--- config.mk ---
export PLATFORM = sky130hd
export DESIGN_NAME = seq_mult8
export DESIGN_NICKNAME = d
export VERILOG_FILES = /design/src/rtl/seq_mult8.sv
export SDC_FILE = /design/constraint.sdc
export NUM_CORES = 1
export LEC_CHECK = 0
export BUFFER_PORTS_ARGS = -buffer_cell sky130_fd_sc_hd__buf_2
export CORE_UTILIZATION = 55
export DETAILED_ROUTE_END_ITERATION = 8
export HOLD_SLACK_MARGIN = 0.03
export PLACE_DENSITY = 0.91
export SLEW_MARGIN = 15
export SYNTH_ARGS = -nofsm -noshare
export SYNTH_HDL_FRONTEND = slang
export SYNTH_HIERARCHICAL = 1
export SYNTH_SLANG_ARGS = --single-unit
--- constraint.sdc ---
create_clock -name clk -period 12.2 [get_ports clk]
set_clock_uncertainty 0.2 [all_clocks]
set_input_delay 2.44 -clock clk [delete_from_list [all_inputs] [get_ports clk]]
set_output_delay 2.44 -clock clk [all_outputs]
set_load 0.05 [all_outputs]
--- src/rtl/seq_mult8.sv ---
// seq_mult8: 8x8 unsigned shift-and-add multiplier driving a ripple Adder8, one partial product per cycle.
module Adder8 (
    input  logic [7:0] A_in,
    input  logic [7:0] B_in,
    input  logic       Cin,
    output logic [7:0] Sum,
    output logic       Cout
);
    logic [8:0] c;
    assign c[0] = Cin;
    assign Cout = c[8];
    for (genvar i = 0; i < 8; i++) begin : g_fa
        assign Sum[i]   = A_in[i] ^ B_in[i] ^ c[i];
        assign c[i + 1] = (A_in[i] & B_in[i]) | (c[i] & (A_in[i] ^ B_in[i]));
    end
endmodule

module seq_mult8 (
    input  logic        clk,
    input  logic        rst_n,
    input  logic        start,
    input  logic [7:0]  multiplicand,
    input  logic [7:0]  multiplier,
    output logic        busy,
    output logic        done,
    output logic [15:0] product
);
    typedef enum logic [1:0] {IDLE, CALC, DONE} state_t;
    state_t      state_q, state_d;
    logic [7:0]  m_q, m_d, a_q, a_d, q_q, q_d, sum;
    logic [3:0]  cnt_q, cnt_d;
    logic [15:0] product_q, product_d;
    logic        cout;
    Adder8 u_add (
        .A_in (a_q),
        .B_in (q_q[0] ? m_q : 8'h00),
        .Cin  (1'b0),
        .Sum  (sum),
        .Cout (cout)
    );
    always_comb begin
        state_d   = state_q;
        m_d       = m_q;
        a_d       = a_q;
        q_d       = q_q;
        cnt_d     = cnt_q;
        product_d = product_q;
        case (state_q)
            IDLE: if (start) begin
                m_d     = multiplicand;
                q_d     = multiplier;
                a_d     = 8'h00;
                cnt_d   = 4'd0;
                state_d = CALC;
            end
            CALC: begin
                // Cout is shifted into A[7], so the carry register is implicitly zero.
                a_d   = {cout, sum[7:1]};
                q_d   = {sum[0], q_q[7:1]};
                cnt_d = cnt_q + 4'd1;
                if (cnt_q == 4'd7) begin
                    product_d = {cout, sum, q_q[7:1]};
                    state_d   = DONE;
                end
            end
            default: state_d = IDLE;
        endcase
    end
    always_ff @(posedge clk) begin
        if (!rst_n) begin
            state_q   <= IDLE;
            m_q       <= 8'h00;
            a_q       <= 8'h00;
            q_q       <= 8'h00;
            cnt_q     <= 4'd0;
            product_q <= 16'h0000;
        end else begin
            state_q   <= state_d;
            m_q       <= m_d;
            a_q       <= a_d;
            q_q       <= q_d;
            cnt_q     <= cnt_d;
            product_q <= product_d;
        end
    end
    assign busy    = state_q == CALC;
    assign done    = state_q == DONE;
    assign product = product_q;
endmodule
==> impl_metrics.py <==
metrics = {
    "power": {
        "p_int_uw": 212,
        "power_frac_clock_pct": 33.6,
        "p_seq_share_pct": 57.5,
        "powerDensity_mw_per_mm2": 124,
        "p_leak_uw": 0.000968,
        "switching_power_uw": 65.5,
        "vdd.ir_drop.worst_uv": 90.0,
        "combPwrFrac_pct": 8.9,
        "p_sw_share_pct": 23.6,
    },
    "drt": {
        "post_drt_wl_per_cell_um": 12.5,
        "drtAntennaViolNets": 0,
        "dr.pass1.iters": 4,
        "drc": 0,
        "vias": 1520,
        "drt_iter0_markers": 121,
        "vias_per_cell": 5.30,
        "routed_wl_mm": 3.58,
    },
    "grt": {
        "grt_pass1_vias": 1333,
        "overflow": 0,
        "antenna_found_initial": 0,
        "grt_use_total_pct": 19.9,
        "grt_pass1_wl_mm": 6.01,
        "grt_start_max_net_pins": 22,
    },
    "floorplanning": {
        "rows": 21,
        "dieHeight_um": 62.4,
        "start_util_pct": 58.8,
        "num_io_pins": 37,
        "die_x_um": 62.4,
        "fp.dieArea_mm2": 0.00389,
        "core_area_mm2": 0.00342,
    },
    "yosys": {
        "syn_area_per_cell_um2": 9.51,
        "syn_inst": 211,
        "async_flop_share_pct": 0,
        "synthMostInstantiatedCell": "dfxtp_1",
        "yosys.area.top_type": "dfxtp_1",
        "synthTopCellsByArea": "dfxtp_1, fa_1, a21oi_1, nand2_1, a22o_2",
        "syn_nets": 239,
        "ys_dominant_reg_cell": "dfxtp_1",
        "synth_cell_type_count": 34,
        "yosys_register_bits": 46,
        "yosys.area.top_type_share_pct": 45.9,
        "syn_area_mm2": 0.00201,
        "synthTopCellsByCount": "dfxtp_1, nand2_1, a21oi_1, inv_1",
        "synth-edff-count": 0,
        "ys_warn_count": 6,
        "synth.yosys.seq_area_share_pct": 45.9,
    },
    "timing": {
        "setup_tns_ps": 0,
        "finalSetupViolCount": 0,
        "fin_crit_ps": 4810,
        "finalHoldViolCount": 0,
        "slew_headroom_pct": 52.2,
        "worstMarginPinSlew_ps": 717,
        "rsz0062_at_grt": "false",
        "holdWs_ps": 261,
        "finalCritPeriodShare_pct": 39.5,
        "timing.fmax_mhz": 208,
        "slew_violations": 0,
    },
    "placed_design": {
        "dpl.hpwl_mm": 2.59,
        "place_congestion": 0.820,
        "portBuffers": 36,
    },
    "worst_setup_path": {
        "crit_path_start_kind": "flip-flop",
        "worstSetupPathType": "reg -> out",
        "crit_buf_inv": 2,
        "worstReg2RegEnd": "a_q[6]",
        "rr_worst_depth": 15,
        "r2r_slack_ps": 7990,
        "r2r_start": "q_q[0]",
        "worstPathArrival_ps": 2170,
        "crit_path_max_incr_delay_ps": 590,
        "path_cells": "nand2b_1 -> inv_1 -> buf_2",
        "critPathCaptureType": "output port",
        "slowest_stage": "dfxtp_1",
        "critPathMaxFanout": 18,
        "cp_top_family": "buffers and inverters",
        "crit_required_ps": 9560,
    },
    "hold_path": {
        "min_path_cells": 2,
        "hold_path_class": "reg -> reg",
        "min_from": "m_q[5]",
        "min_to": "m_q[5]",
    },
    "status": {
        "status": "completed",
    },
    "clock_network": {
        "cts_sinks": 46,
        "numCtsBuffers": 5,
        "clock-root-buffer": "clkbuf_4",
        "post-cts-setup-buffers": 0,
        "cts_tree": "yes",
        "cts_resized": 0,
        "cts_max_level": 2,
        "postCtsHoldBufs": 0,
        "cts.path.max_buffers": 2,
        "insertion_delay_ps": 350,
        "path_clk_slew_ps": 130,
    },
    "layout": {
        "drive_gt1_share_pct": 23.7,
        "layout.nets": 269,
        "antenna_cells": 0,
        "area_growth_pct": 11.2,
    },
    "run": {
        "drv_cap": 0,
    },
}
per-layer routing:
layer | routed length (um) | vias to the layer above | GRT usage [%] | part of all wire (%)
li1 | - | 778 | - | -
met1 | 1730 | 702 | 27.9 | 48
met2 | 1630 | 33 | 29.8 | 46
met3 | 140 | 7 | 3.28 | 3.9
met4 | 72 | 0 | 9.59 | 2.0
met5 | 0 | - | 0 | 0
cell usage in the layout, fill, tap and decap left out:
cell / n
nor3_1: 1
fa_1: 8
nand3b_1: 1
clkbuf_8: 1
o2bb2ai_1: 5
clkbuf_4: 5
inv_1: 14
o21a_4: 1
o21ai_0: 7
o221ai_1: 1
buf_2: 36
o31ai_1: 1
conb_1: 1
o22ai_1: 2
a22o_1: 6
o21a_1: 1
ha_1: 1
mux2_2: 1
or3b_1: 1
dfxtp_1: 46
o211a_1: 1
o32a_1: 1
nand3_1: 10
o211ai_1: 1
a21oi_1: 26
nor3b_2: 1
a22o_2: 9
and2_1: 8
nand2_1: 28
nor2_1: 10
bufinv_16: 1
nand2b_1: 3
o21ba_2: 1
nor3_4: 1
through the flow:
stage | utilization [%] | worst slack [ps] | instance area, um2 | total power, uW | std cells
finish | 65.3 | 7390 | 2230 | 278 | 287
global route | 65.3 | 7180 | 2230 | 291 | 287
CTS | 65.3 | 7370 | 2230 | 279 | 287
detailed placement | 63.0 | 7770 | 2150 | 188 | 280
global placement | 63.0 | 7840 | 2150 | 187 | 280
floorplan | - | 8280 | 2010 | 183 | 211
logic make-up (layout without fill, tap and decap cells):
kind of cell	after synthesis	after routing	share of synthesized area [%]
compound gates	63	63	21.9
fa+ha+maj	9	9	8.60
buf+inv	27	57	7.29
flops	46	46	45.9
mux	1	1	0.561
other cells	1	1	0.187
simple gates	64	64	15.5
worst max-delay path by stage:
| stage | from | endpoint | cells past startpoint | slack (ps) |
|---|---|---|---|---|
| floorplan | q_q[0] | a_q[6] | 15 | 8280 |
| global placement | state_q[0] | busy | 3 | 7840 |
| detailed placement | state_q[0] | busy | 3 | 7770 |
| CTS | state_q[0] | busy | 3 | 7370 |
| global route | state_q[0] | busy | 3 | 7180 |
| finish | state_q[0] | busy | 3 | 7390 |
flip-flops by register name, indices dropped and copies added (netlist names):
| signal | count |
|---|---|
| cnt_q | 4 |
| q_q | 8 |
| state_q | 2 |
| a_q | 8 |
| m_q | 8 |
| product | 16 |
worst min-delay path, stage by stage (launching register included):
cell and delay (ps):
dfxtp_1 330, nand2_1 50, a21oi_1 50
power groups by stage:
stage	Clock, uW	Combinational, uW	Sequential (uW)
5_1_grt	102	27.9	161
3_5_place_dp	0	24.8	163
4_1_cts	94.9	24.9	160
6_report	93.4	24.6	160
3_3_place_gp	0	24.3	163
2_1_floorplan	0	21.4	161
area by class of cell:
cell class / count / area [um2]
clock inverter: 1 / 30.0
inverter: 14 / 52.6
fill: 281 / 1180
tap: 46 / 57.6
multi-input combinational: 138 / 940
timing repair buffer: 36 / 180
clock buffer: 6 / 51.3
sequential: 46 / 921
(Power assumes the default switching activity.)
